`src/rtl/maze_mesh_router_if.sv`:
```
// One MAZE mesh link: valid/ready handshake plus the 23-bit packet fields.
interface maze_mesh_router_if;
    logic       vld;
    logic       rdy;
    logic       qos;
    logic [1:0] typ;
    logic [5:0] src;
    logic [5:0] tgt;
    logic [7:0] data;

    modport master (output vld, qos, typ, src, tgt, data, input rdy);
    modport slave  (input vld, qos, typ, src, tgt, data, output rdy);
endinterface

```
`src/rtl/maze_mesh_router.sv`:
```
// MAZE 8x8 mesh tile router: 1-entry buffer per input, XY routing with gated-node detour/drop, RR arbitration, 1-cycle
// input-to-output latency, a full output slot stalls its buffer (rdy = buffer empty); MAZE_QOS_EN enables qos-first arbitration.
module maze_mesh_router #(
    parameter int HP = 0,
    parameter int VP = 0
) (
    input  logic                      clk,
    input  logic                      rst_n,
    input  logic                      pg_en,
    input  logic [5:0]                pg_node,
    maze_mesh_router_if.slave         pkt_in,
    maze_mesh_router_if.master        pkt_out,
    maze_mesh_router_if.slave         ni,
    maze_mesh_router_if.slave         wi,
    maze_mesh_router_if.slave         si,
    maze_mesh_router_if.slave         ei,
    maze_mesh_router_if.master        no,
    maze_mesh_router_if.master        wo,
    maze_mesh_router_if.master        so,
    maze_mesh_router_if.master        eo
);

    typedef struct packed {
        logic [1:0] typ;
        logic       qos;
        logic [5:0] src;
        logic [5:0] tgt;
        logic [7:0] data;
    } pkt_t;

    localparam logic [2:0] MX  = 3'(HP);
    localparam logic [2:0] MYY = 3'(VP);
    localparam logic [5:0] MY  = {MYY, MX};

    localparam logic [2:0] P_L = 3'd0;
    localparam logic [2:0] P_N = 3'd1;
    localparam logic [2:0] P_W = 3'd2;
    localparam logic [2:0] P_S = 3'd3;
    localparam logic [2:0] P_E = 3'd4;

    logic [4:0] r_ibuf_vld;
    pkt_t       r_ibuf [5];
    logic [4:0] r_obuf_vld;
    pkt_t       r_obuf [5];
    logic [2:0] r_ptr  [5];

    logic       w_gated;
    logic [4:0] w_in_vld;
    logic [4:0] w_in_rdy;
    pkt_t       w_in_pkt [5];
    logic [4:0] w_out_rdy;
    logic [4:0] w_free;
    logic [2:0] w_xy   [5];
    logic [2:0] w_dir  [5];
    logic [4:0] w_req_vld;
    logic [4:0] w_drop;
    logic [4:0] w_req  [5];
    logic [4:0] w_reqm [5];
    logic [4:0] w_gnt_vld;
    logic [2:0] w_gnt_src [5];
    logic [4:0] w_ibuf_clr;
    logic [4:0] w_qos;

    function automatic logic [2:0] xy_dir(input logic [5:0] tgt);
        logic [2:0] d;
        if (tgt[2:0] > MX)       d = P_E;
        else if (tgt[2:0] < MX)  d = P_W;
        else if (tgt[5:3] > MYY) d = P_N;
        else if (tgt[5:3] < MYY) d = P_S;
        else                     d = P_L;
        return d;
    endfunction

    function automatic logic [5:0] hop(input logic [2:0] d);
        logic [5:0] a;
        case (d)
            P_N:     a = {MYY + 3'd1, MX};
            P_S:     a = {MYY - 3'd1, MX};
            P_W:     a = {MYY, MX - 3'd1};
            P_E:     a = {MYY, MX + 3'd1};
            default: a = MY;
        endcase
        return a;
    endfunction

    // Search order starts at the pointer and wraps A,N,W,S,E; lowest offset wins.
    function automatic logic [3:0] rr_pick(input logic [4:0] req, input logic [2:0] ptr);
        logic [3:0] res;
        logic [3:0] sum;
        res = 4'd0;
        for (int k = 4; k >= 0; k--) begin
            sum = {1'b0, ptr} + 4'(k);
            if (sum >= 4'd5) sum = sum - 4'd5;
            if (req[sum[2:0]]) res = {1'b1, sum[2:0]};
        end
        return res;
    endfunction

    assign w_gated = pg_en && (pg_node == MY);

    assign w_in_vld    = {ei.vld, si.vld, wi.vld, ni.vld, pkt_in.vld};
    assign w_in_pkt[0] = pkt_t'({pkt_in.typ, pkt_in.qos, pkt_in.src, pkt_in.tgt, pkt_in.data});
    assign w_in_pkt[1] = pkt_t'({ni.typ, ni.qos, ni.src, ni.tgt, ni.data});
    assign w_in_pkt[2] = pkt_t'({wi.typ, wi.qos, wi.src, wi.tgt, wi.data});
    assign w_in_pkt[3] = pkt_t'({si.typ, si.qos, si.src, si.tgt, si.data});
    assign w_in_pkt[4] = pkt_t'({ei.typ, ei.qos, ei.src, ei.tgt, ei.data});
    assign w_out_rdy   = {eo.rdy, so.rdy, wo.rdy, no.rdy, pkt_out.rdy};

    assign w_in_rdy   = ~r_ibuf_vld & {5{~w_gated}};
    assign pkt_in.rdy = w_in_rdy[0];
    assign ni.rdy     = w_in_rdy[1];
    assign wi.rdy     = w_in_rdy[2];
    assign si.rdy     = w_in_rdy[3];
    assign ei.rdy     = w_in_rdy[4];

    assign pkt_out.vld = r_obuf_vld[0] & ~w_gated;
    assign no.vld      = r_obuf_vld[1] & ~w_gated;
    assign wo.vld      = r_obuf_vld[2] & ~w_gated;
    assign so.vld      = r_obuf_vld[3] & ~w_gated;
    assign eo.vld      = r_obuf_vld[4] & ~w_gated;
    assign {pkt_out.typ, pkt_out.qos, pkt_out.src, pkt_out.tgt, pkt_out.data} = r_obuf[0];
    assign {no.typ, no.qos, no.src, no.tgt, no.data} = r_obuf[1];
    assign {wo.typ, wo.qos, wo.src, wo.tgt, wo.data} = r_obuf[2];
    assign {so.typ, so.qos, so.src, so.tgt, so.data} = r_obuf[3];
    assign {eo.typ, eo.qos, eo.src, eo.tgt, eo.data} = r_obuf[4];

    assign w_free = ~r_obuf_vld | w_out_rdy;

    // Detour only when both dimensions are still productive; otherwise hold the packet until pg changes.
    always_comb begin
        for (int i = 0; i < 5; i++) begin
            w_xy[i]      = xy_dir(r_ibuf[i].tgt);
            w_dir[i]     = w_xy[i];
            w_req_vld[i] = r_ibuf_vld[i] && !w_gated;
            w_drop[i]    = 1'b0;
            w_qos[i]     = r_ibuf[i].qos;
            if (pg_en && r_ibuf_vld[i] && !w_gated) begin
                if (r_ibuf[i].tgt == pg_node) begin
                    w_drop[i]    = 1'b1;
                    w_req_vld[i] = 1'b0;
                end else if (w_xy[i] != P_L && hop(w_xy[i]) == pg_node) begin
                    if (r_ibuf[i].tgt[2:0] != MX && r_ibuf[i].tgt[5:3] != MYY)
                        w_dir[i] = (r_ibuf[i].tgt[5:3] > MYY) ? P_N : P_S;
                    else
                        w_req_vld[i] = 1'b0;
                end
            end
        end
    end

    always_comb begin
        w_ibuf_clr = w_drop;
        for (int o = 0; o < 5; o++) begin
            w_req[o] = 5'd0;
            for (int i = 0; i < 5; i++)
                w_req[o][i] = w_req_vld[i] && (w_dir[i] == 3'(o)) && w_free[o];
`ifdef MAZE_QOS_EN
            w_reqm[o] = (|(w_req[o] & w_qos)) ? (w_req[o] & w_qos) : w_req[o];
`else
            w_reqm[o] = w_req[o];
`endif
            {w_gnt_vld[o], w_gnt_src[o]} = rr_pick(w_reqm[o], r_ptr[o]);
            if (w_gnt_vld[o]) w_ibuf_clr[w_gnt_src[o]] = 1'b1;
        end
    end

    always_ff @(posedge clk) begin
        if (rst_n) begin
            r_ibuf_vld <= 5'd0;
            r_obuf_vld <= 5'd0;
            for (int i = 0; i < 5; i++) begin
                r_ibuf[i] <= '0;
                r_obuf[i] <= '0;
                r_ptr[i]  <= P_L;
            end
        end else begin
            for (int i = 0; i < 5; i++) begin
                if (w_gated || w_ibuf_clr[i]) begin
                    r_ibuf_vld[i] <= 1'b0;
                end else if (w_in_vld[i] && w_in_rdy[i]) begin
                    r_ibuf_vld[i] <= 1'b1;
                    r_ibuf[i]     <= w_in_pkt[i];
                end
            end
            for (int o = 0; o < 5; o++) begin
                if (w_gated) begin
                    r_obuf_vld[o] <= 1'b0;
                end else if (w_gnt_vld[o]) begin
                    r_obuf_vld[o] <= 1'b1;
                    r_obuf[o]     <= r_ibuf[w_gnt_src[o]];
                    r_ptr[o]      <= (w_gnt_src[o] == P_E) ? P_L : w_gnt_src[o] + 3'd1;
                end else if (w_out_rdy[o]) begin
                    r_obuf_vld[o] <= 1'b0;
                end
            end
        end
    end

endmodule

```
`src/flat_wrapper.sv`:
```
// flat-port wrapper written by rule: the top's interface ports become plain ports
module maze_mesh_router_flat 
#(
    parameter int HP = 0,
    parameter int VP = 0
)
  (clk, rst_n, pg_en, pg_node, pkt_in_vld, pkt_in_qos, pkt_in_typ, pkt_in_src, pkt_in_tgt, pkt_in_data, pkt_in_rdy, pkt_out_vld, pkt_out_qos, pkt_out_typ, pkt_out_src, pkt_out_tgt, pkt_out_data, pkt_out_rdy, ni_vld, ni_qos, ni_typ, ni_src, ni_tgt, ni_data, ni_rdy, wi_vld, wi_qos, wi_typ, wi_src, wi_tgt, wi_data, wi_rdy, si_vld, si_qos, si_typ, si_src, si_tgt, si_data, si_rdy, ei_vld, ei_qos, ei_typ, ei_src, ei_tgt, ei_data, ei_rdy, no_vld, no_qos, no_typ, no_src, no_tgt, no_data, no_rdy, wo_vld, wo_qos, wo_typ, wo_src, wo_tgt, wo_data, wo_rdy, so_vld, so_qos, so_typ, so_src, so_tgt, so_data, so_rdy, eo_vld, eo_qos, eo_typ, eo_src, eo_tgt, eo_data, eo_rdy);
  maze_mesh_router_if pkt_in_i ();
  maze_mesh_router_if pkt_out_i ();
  maze_mesh_router_if ni_i ();
  maze_mesh_router_if wi_i ();
  maze_mesh_router_if si_i ();
  maze_mesh_router_if ei_i ();
  maze_mesh_router_if no_i ();
  maze_mesh_router_if wo_i ();
  maze_mesh_router_if so_i ();
  maze_mesh_router_if eo_i ();
  input  logic clk;
  input  logic rst_n;
  input  logic pg_en;
  input  logic [5:0] pg_node;
  input wire logic [$bits(pkt_in_i.vld)-1:0] pkt_in_vld;
  input wire logic [$bits(pkt_in_i.qos)-1:0] pkt_in_qos;
  input wire logic [$bits(pkt_in_i.typ)-1:0] pkt_in_typ;
  input wire logic [$bits(pkt_in_i.src)-1:0] pkt_in_src;
  input wire logic [$bits(pkt_in_i.tgt)-1:0] pkt_in_tgt;
  input wire logic [$bits(pkt_in_i.data)-1:0] pkt_in_data;
  output wire logic [$bits(pkt_in_i.rdy)-1:0] pkt_in_rdy;
  output wire logic [$bits(pkt_out_i.vld)-1:0] pkt_out_vld;
  output wire logic [$bits(pkt_out_i.qos)-1:0] pkt_out_qos;
  output wire logic [$bits(pkt_out_i.typ)-1:0] pkt_out_typ;
  output wire logic [$bits(pkt_out_i.src)-1:0] pkt_out_src;
  output wire logic [$bits(pkt_out_i.tgt)-1:0] pkt_out_tgt;
  output wire logic [$bits(pkt_out_i.data)-1:0] pkt_out_data;
  input wire logic [$bits(pkt_out_i.rdy)-1:0] pkt_out_rdy;
  input wire logic [$bits(ni_i.vld)-1:0] ni_vld;
  input wire logic [$bits(ni_i.qos)-1:0] ni_qos;
  input wire logic [$bits(ni_i.typ)-1:0] ni_typ;
  input wire logic [$bits(ni_i.src)-1:0] ni_src;
  input wire logic [$bits(ni_i.tgt)-1:0] ni_tgt;
  input wire logic [$bits(ni_i.data)-1:0] ni_data;
  output wire logic [$bits(ni_i.rdy)-1:0] ni_rdy;
  input wire logic [$bits(wi_i.vld)-1:0] wi_vld;
  input wire logic [$bits(wi_i.qos)-1:0] wi_qos;
  input wire logic [$bits(wi_i.typ)-1:0] wi_typ;
  input wire logic [$bits(wi_i.src)-1:0] wi_src;
  input wire logic [$bits(wi_i.tgt)-1:0] wi_tgt;
  input wire logic [$bits(wi_i.data)-1:0] wi_data;
  output wire logic [$bits(wi_i.rdy)-1:0] wi_rdy;
  input wire logic [$bits(si_i.vld)-1:0] si_vld;
  input wire logic [$bits(si_i.qos)-1:0] si_qos;
  input wire logic [$bits(si_i.typ)-1:0] si_typ;
  input wire logic [$bits(si_i.src)-1:0] si_src;
  input wire logic [$bits(si_i.tgt)-1:0] si_tgt;
  input wire logic [$bits(si_i.data)-1:0] si_data;
  output wire logic [$bits(si_i.rdy)-1:0] si_rdy;
  input wire logic [$bits(ei_i.vld)-1:0] ei_vld;
  input wire logic [$bits(ei_i.qos)-1:0] ei_qos;
  input wire logic [$bits(ei_i.typ)-1:0] ei_typ;
  input wire logic [$bits(ei_i.src)-1:0] ei_src;
  input wire logic [$bits(ei_i.tgt)-1:0] ei_tgt;
  input wire logic [$bits(ei_i.data)-1:0] ei_data;
  output wire logic [$bits(ei_i.rdy)-1:0] ei_rdy;
  output wire logic [$bits(no_i.vld)-1:0] no_vld;
  output wire logic [$bits(no_i.qos)-1:0] no_qos;
  output wire logic [$bits(no_i.typ)-1:0] no_typ;
  output wire logic [$bits(no_i.src)-1:0] no_src;
  output wire logic [$bits(no_i.tgt)-1:0] no_tgt;
  output wire logic [$bits(no_i.data)-1:0] no_data;
  input wire logic [$bits(no_i.rdy)-1:0] no_rdy;
  output wire logic [$bits(wo_i.vld)-1:0] wo_vld;
  output wire logic [$bits(wo_i.qos)-1:0] wo_qos;
  output wire logic [$bits(wo_i.typ)-1:0] wo_typ;
  output wire logic [$bits(wo_i.src)-1:0] wo_src;
  output wire logic [$bits(wo_i.tgt)-1:0] wo_tgt;
  output wire logic [$bits(wo_i.data)-1:0] wo_data;
  input wire logic [$bits(wo_i.rdy)-1:0] wo_rdy;
  output wire logic [$bits(so_i.vld)-1:0] so_vld;
  output wire logic [$bits(so_i.qos)-1:0] so_qos;
  output wire logic [$bits(so_i.typ)-1:0] so_typ;
  output wire logic [$bits(so_i.src)-1:0] so_src;
  output wire logic [$bits(so_i.tgt)-1:0] so_tgt;
  output wire logic [$bits(so_i.data)-1:0] so_data;
  input wire logic [$bits(so_i.rdy)-1:0] so_rdy;
  output wire logic [$bits(eo_i.vld)-1:0] eo_vld;
  output wire logic [$bits(eo_i.qos)-1:0] eo_qos;
  output wire logic [$bits(eo_i.typ)-1:0] eo_typ;
  output wire logic [$bits(eo_i.src)-1:0] eo_src;
  output wire logic [$bits(eo_i.tgt)-1:0] eo_tgt;
  output wire logic [$bits(eo_i.data)-1:0] eo_data;
  input wire logic [$bits(eo_i.rdy)-1:0] eo_rdy;
  assign pkt_in_i.vld = pkt_in_vld;
  assign pkt_in_i.qos = pkt_in_qos;
  assign pkt_in_i.typ = pkt_in_typ;
  assign pkt_in_i.src = pkt_in_src;
  assign pkt_in_i.tgt = pkt_in_tgt;
  assign pkt_in_i.data = pkt_in_data;
  assign pkt_in_rdy = pkt_in_i.rdy;
  assign pkt_out_vld = pkt_out_i.vld;
  assign pkt_out_qos = pkt_out_i.qos;
  assign pkt_out_typ = pkt_out_i.typ;
  assign pkt_out_src = pkt_out_i.src;
  assign pkt_out_tgt = pkt_out_i.tgt;
  assign pkt_out_data = pkt_out_i.data;
  assign pkt_out_i.rdy = pkt_out_rdy;
  assign ni_i.vld = ni_vld;
  assign ni_i.qos = ni_qos;
  assign ni_i.typ = ni_typ;
  assign ni_i.src = ni_src;
  assign ni_i.tgt = ni_tgt;
  assign ni_i.data = ni_data;
  assign ni_rdy = ni_i.rdy;
  assign wi_i.vld = wi_vld;
  assign wi_i.qos = wi_qos;
  assign wi_i.typ = wi_typ;
  assign wi_i.src = wi_src;
  assign wi_i.tgt = wi_tgt;
  assign wi_i.data = wi_data;
  assign wi_rdy = wi_i.rdy;
  assign si_i.vld = si_vld;
  assign si_i.qos = si_qos;
  assign si_i.typ = si_typ;
  assign si_i.src = si_src;
  assign si_i.tgt = si_tgt;
  assign si_i.data = si_data;
  assign si_rdy = si_i.rdy;
  assign ei_i.vld = ei_vld;
  assign ei_i.qos = ei_qos;
  assign ei_i.typ = ei_typ;
  assign ei_i.src = ei_src;
  assign ei_i.tgt = ei_tgt;
  assign ei_i.data = ei_data;
  assign ei_rdy = ei_i.rdy;
  assign no_vld = no_i.vld;
  assign no_qos = no_i.qos;
  assign no_typ = no_i.typ;
  assign no_src = no_i.src;
  assign no_tgt = no_i.tgt;
  assign no_data = no_i.data;
  assign no_i.rdy = no_rdy;
  assign wo_vld = wo_i.vld;
  assign wo_qos = wo_i.qos;
  assign wo_typ = wo_i.typ;
  assign wo_src = wo_i.src;
  assign wo_tgt = wo_i.tgt;
  assign wo_data = wo_i.data;
  assign wo_i.rdy = wo_rdy;
  assign so_vld = so_i.vld;
  assign so_qos = so_i.qos;
  assign so_typ = so_i.typ;
  assign so_src = so_i.src;
  assign so_tgt = so_i.tgt;
  assign so_data = so_i.data;
  assign so_i.rdy = so_rdy;
  assign eo_vld = eo_i.vld;
  assign eo_qos = eo_i.qos;
  assign eo_typ = eo_i.typ;
  assign eo_src = eo_i.src;
  assign eo_tgt = eo_i.tgt;
  assign eo_data = eo_i.data;
  assign eo_i.rdy = eo_rdy;
  maze_mesh_router #(.HP(HP), .VP(VP)) u_core (.clk(clk), .rst_n(rst_n), .pg_en(pg_en), .pg_node(pg_node), .pkt_in(pkt_in_i), .pkt_out(pkt_out_i), .ni(ni_i), .wi(wi_i), .si(si_i), .ei(ei_i), .no(no_i), .wo(wo_i), .so(so_i), .eo(eo_i));
endmodule
```
`config.mk`:
```
export PLATFORM = sky130hd
export DESIGN_NAME = maze_mesh_router_flat
export DESIGN_NICKNAME = d
export VERILOG_FILES = /design/src/rtl/maze_mesh_router_if.sv /design/src/rtl/maze_mesh_router.sv /design/src/flat_wrapper.sv
export SDC_FILE = /design/constraint.sdc
export NUM_CORES = 1
export LEC_CHECK = 0
export CORE_ASPECT_RATIO = 1.1
export CORE_MARGIN = 5
export CORE_UTILIZATION = 56
export CTS_BUF_LIST = sky130_fd_sc_hd__clkbuf_8
export DETAILED_ROUTE_END_ITERATION = 6
export PLACE_DENSITY = 0.87
export SLEW_MARGIN = 40
export SYNTH_ARGS = -nofsm -noshare
export SYNTH_HDL_FRONTEND = slang
export SYNTH_SLANG_ARGS = --single-unit
export TNS_END_PERCENT = 10
```
`constraint.sdc`:
```
create_clock -name clk -period 5.91 [get_ports clk]
set_clock_uncertainty 0.2 [all_clocks]
set_input_delay 0.8865 -clock clk [delete_from_list [all_inputs] [get_ports clk]]
set_output_delay 0.8865 -clock clk [all_outputs]
set_load 0.01 [all_outputs]
```
## Word-level counts from Yosys, hierarchy flattened

Memories as Yosys holds them, arrays and structs flattened.
Cells that the tools add are included.

| cells by class | value |
|---|---|
| bitwise logic cells | 30 |
| reduce and logical (&&, ||, !) cells | 124 |
| eq/ne operators | 55 |
| $lt $le $gt $ge | 80 |
| muxes and demuxes | 277 |
| add/subtract/negate cells | 50 |

Operators with widths:

| cell | count |
|---|---|
| $mux W23 | 10 |
| $mux W3 | 70 |
| $lt A3 B4 Y1 const B | 30 |
| $pmux W6 S4 | 5 |
| $mux W1 | 112 |
| $mux W4 | 25 |
| $logic_and A1 B1 Y1 | 86 |
| $ge A4 B3 Y1 const B | 20 |
| $bmux W1 S3 | 25 |
| $sub A3 B3 Y3 const B | 25 |
| $eq A3 B2 Y1 const B | 20 |
| $eq A6 B6 Y1 | 10 |
| $mux W6 | 10 |
| $eq A3 B3 Y1 const B | 15 |
| $reduce_bool A3 Y1 | 15 |
| $add A3 B2 Y4 const B | 10 |
| $eq A3 B1 Y1 const B | 10 |
| $gt A3 B1 Y1 const B | 10 |
| $lt A3 B1 Y1 const B | 10 |
| $or A5 B5 Y5 | 6 |
| $mux W5 | 5 |
| $add A3 B1 Y4 const B | 5 |
| $add A3 B3 Y4 const B | 5 |
| $mux W2 | 10 |
| 15 further kinds | 67 |

| storage, ports and cells | value |
|---|---|
| register bits after elaboration | 10 |
| memories kept | 3 |
| bits of input ports | 134 |
| word-level logic and storage cells | 629 |
| bits in writable memories | 245 |

Memory list:

| memory | depth | bits a word | read ports | clocked after memory_dff | wr ports | RTL line | text |
|---|---|---|---|---|---|---|---|
| u_core.r_ibuf | 5 | 23 | 10 | 0 | 5 | maze_mesh_router.sv:42 | `pkt_t r_ibuf [5];` |
| u_core.r_obuf | 5 | 23 | 5 | 0 | 5 | maze_mesh_router.sv:44 | `pkt_t r_obuf [5];` |
| u_core.r_ptr | 5 | 3 | 5 | 0 | 5 | maze_mesh_router.sv:45 | `logic [2:0] r_ptr [5];` |

## Logic depth before layout (Yosys ltp)

Gate-level depths: netlist of the first run.
An unclocked memory read counts as a cell.

| logic depth | value |
|---|---|
| word-level depth | 44 |
| depth in mapped cells | 20 |
| gate-level depth less buffers | 17 |

## Worst setup path before layout of the first run

OpenSTA, ideal clock, no wires.

| timing path | value |
|---|---|
| kind | reg2reg |
| from | memory u_core.r_ptr[0][0] |
| to | memory u_core.r_ibuf[4][0] (netlist name) (enable) |
| stages on the path, launching flop included | 17 |
| data required time | 5302 ps |
| library setup time | 408 ps |
| arrival time | 4399 ps |
| clock period less this slack | 5007 ps |
| setup slack | 903 ps |
| cells stage by stage | edfxtp_1 > clkbuf_1 > clkbuf_1 > inv_1 > ha_1 > ha_1 > clkbuf_1 > nor2_1 > a21bo_2 > a2111oi_0 > a22oi_1 > o21ai_0 > or3_1 > a21oi_2 > inv_2 > nand4_1 > o21bai_1 |

RTL lines:

| item | RTL line |
|---|---|
| from (decl) | maze_mesh_router.sv:45 |
| to (decl) | maze_mesh_router.sv:42 |

==> results of run 1 <==
worst min-delay path by stage:
stage / slack [ns] / start / to / depth (start not counted)
3_3_place_gp: 0.38 / u_core.r_ibuf[4][7] / u_core.r_obuf[0][30] / 2
2_1_floorplan: 0.34 / u_core.r_ibuf_vld[4] / u_core.r_ibuf_vld[4] / 2
4_1_cts: 0.40 / u_core.r_obuf_vld[2] / u_core.r_obuf_vld[2] / 2
5_1_grt: 0.42 / u_core.r_obuf_vld[2] / u_core.r_obuf_vld[2] / 2
3_5_place_dp: 0.39 / u_core.r_obuf_vld[2] / u_core.r_obuf_vld[2] / 2
6_report: 0.39 / u_core.r_obuf_vld[2] / u_core.r_obuf_vld[2] / 2
layout make-up:
class	count	area [um^2]	area share
multi-input combinational	1208	8580	0.420
sequential	249	7380	0.361
timing repair buffer	317	3120	0.153
clock buffer	40	551	0.0270
tap	374	468	0.0229
clock inverter	26	191	0.00938
inverter	34	133	0.00650
antenna	1	2.50	0.000123
cells by family after synthesis:
kind of cell,count (synthesis),share of synthesized area
simple gates,663,0.224
compound gates,337,0.161
flops,249,0.447
buf+inv,138,0.0363
mux,130,0.0821
xor+xnor,45,0.0239
fa+ha+maj,33,0.0264
Yosys cell counts (all sizes together), types with 17 or more instances:
| cell | count | share of area |
|---|---|---|
| edfxtp | 239 | 0.43 |
| and2 | 212 | 0.080 |
| mux2i | 122 | 0.074 |
| nand2 | 119 | 0.027 |
| nor2 | 85 | 0.020 |
| clkbuf | 64 | 0.015 |
| nand3 | 61 | 0.019 |
| o21ai | 55 | 0.017 |
| o221ai | 42 | 0.022 |
| buf | 40 | 0.013 |
| a21oi | 37 | 0.011 |
| nor3 | 37 | 0.012 |
| inv | 34 | 0.0080 |
| ha | 30 | 0.023 |
| o211ai | 28 | 0.016 |
| xnor2 | 28 | 0.015 |
| a21bo | 25 | 0.015 |
| nand2b | 21 | 0.0081 |
| nor2b | 19 | 0.0072 |
| o31ai | 19 | 0.010 |
| nor4 | 18 | 0.0090 |
| xor2 | 17 | 0.0090 |
worst max-delay path, cell delays in order:
cell and delay, ns:
clkdlybuf4s50_1 0.88, xnor2_1 0.20, nand4_1 0.18, o21ai_1 0.33, a2bb2oi_2 0.55, nor2_1 0.21, a221oi_2 0.42, a311oi_1 0.20
o41a_4 0.54, a311oi_4 0.22, buf_4 0.33, a21bo_1 0.25, o211ai_1 0.09
flip-flops by register name, summed over array words and instances, names as in the netlist:
register,count
u_core.r_ibuf,115
u_core.r_ptr,9
u_core.r_ibuf_vld,5
u_core.r_obuf,115
u_core.r_obuf_vld,5
layer usage:
layer,vias up,part of all wire,global-route usage
li1,6480,-,-
met1,6976,0.34,0.391
met2,1120,0.48,0.573
met3,274,0.10,0.0632
met4,0,0.075,0.213
met5,-,0,0
power by group through the flow:
stage / sequential (mW) / clock [mW] / combinational, mW
5_1_grt: 3.44 / 1.52 / 10.1
6_report: 3.41 / 1.43 / 9.47
3_3_place_gp: 3.40 / 0 / 9.00
4_1_cts: 3.38 / 1.44 / 9.28
3_5_place_dp: 3.40 / 0 / 9.22
2_1_floorplan: 3.32 / 0 / 6.00
through the flow:
stage | setup WS [ns] | total power [mW]
after global routing | 0.576 | 15.0
after detailed placement | 0.292 | 12.6
after global placement | 0.300 | 12.4
after CTS | 0.862 | 14.1
final | 0.744 | 14.3
after floorplan | 0.903 | 9.32
==> impl_metrics.tcl, run 1 <==
set metrics [dict create \
    grt_start_max_net_pins 69 \
    synth-async-reset-ratio 0 \
    post-route-period-util 0.874 \
    top_level_ports 259 \
    postCtsSetupRepairBufs 0 \
    p_leak_nw 7.75 \
    ys_seq_area_frac 0.447 \
    antenna_found_initial 0 \
    violations "design-rule violations" \
    r2r_slack_ns 0.82 \
    p_clk_frac 0.100 \
    relSlewSlack 0.408 \
    ys_seq_elements 249 \
    p_comb_frac 0.662 \
    core-area_mm2 0.0293 \
    yosysUniqueCellTypes 108 \
    worstSetupStartpoint "pg_node[3]" \
    worst_slew_pin_slew_ns 0.881 \
    clk_latency_ns 0.58 \
    setup_viol_count_final 0 \
    synth_edf_count 239 \
    hold_ws_ns 0.394 \
    ant_nets 0 \
    arrival_ns 5.34 \
    slew_violations 0 \
    routed_wl_mm 57.5 \
    internal-power_mw 7.44 \
    worst_setup_path_start_kind "input port" \
    start_util 0.563 \
    worst-path-max-fanout 23 \
    overflow 0 \
    die_y_um 190 \
    htree_levels 2 \
    syn_inst 1595 \
    status "finished, violations left" \
    core.rowCount 66 \
    drt_iter0_drc 1665 \
    period_needed_ns 5.17 \
    numCtsBuffers 40 \
    num_vias 14850 \
    cts_root_buffer "clkbuf_8" \
    clkTransAtPathRegs_ns 0.06 \
    cp-endpoint "u_core.r_obuf[0][36]" \
    power_density_mw_per_mm2 701 \
    vias_per_cell 6.60 \
    place_inst 2181 \
    first_global_vias 14658 \
    final_common_cell "clkdlybuf4s50_1" \
    die_w_um 174 \
    die_area_mm2 0.0330 \
    syn_area_per_cell_um2 10.4 \
    grt_pass1_wl_mm 86.1 \
    reg2reg_from "u_core.r_ptr[0][4]" \
    syn_area_mm2 0.0165 \
    syn_nets 1762 \
    r2r_end "u_core.r_obuf[0][36]" \
    clock_path_buffers 3 \
    syn_to_final_growth_pct 23.6 \
    cts_tree "done" \
    gp_congestion 1.02 \
    dp_hpwl_mm 41.9 \
    final_layout_size_suffix_gt1_frac 0.0998 \
    synthFlopType "edfxtp_1" \
    stdcell_area_mm2 0.0204 \
    required_ns 6.08 \
    fillers 2121 \
    first_pass_iters 6 \
    reg2regPathDepth 14 \
    wire_per_inst_um 25.6 \
    numPortBuffers 258 \
    cts_resized 0 \
    finalHoldViolCount 0 \
    layout.cells.non_filler 2249 \
    grt_usage 0.336 \
    switching_share 0.481 \
    fmaxAchievable_mhz 194 \
    ir_drop_mv 0.442 \
    cts.sinks 249 \
    cap_violations 0 \
    cts_hold_buf 0 \
    ys_warn_count 0 \
    drc 1 \
    nNetsFinal 2017 \
    place_area_mm2 0.0197 \
    power.share.sequential 0.238 \
    layout_common_cells "clkdlybuf4s50_1 (257), edfxtp_1 (239), and2_1 (211)" \
    setup_tns_ns 0 \
    crit_type "input port to flip-flop" \
    rsz0062_at_grt "false" \
    endpoint_kind "flip-flop" \
    final_core_utilization 0.697 \
    p_switching_mw 6.88 \
    hold_class "flip-flop to flip-flop" \
]
Note: power is estimated with default switching activity, not from simulation.
==> run 2: changes to the inputs <==
Settings changed: GPL_ROUTABILITY_DRIVEN set to 1.
==> results of run 2 <==
The final DEF is identical to that of run 1; final timing and power are the same.
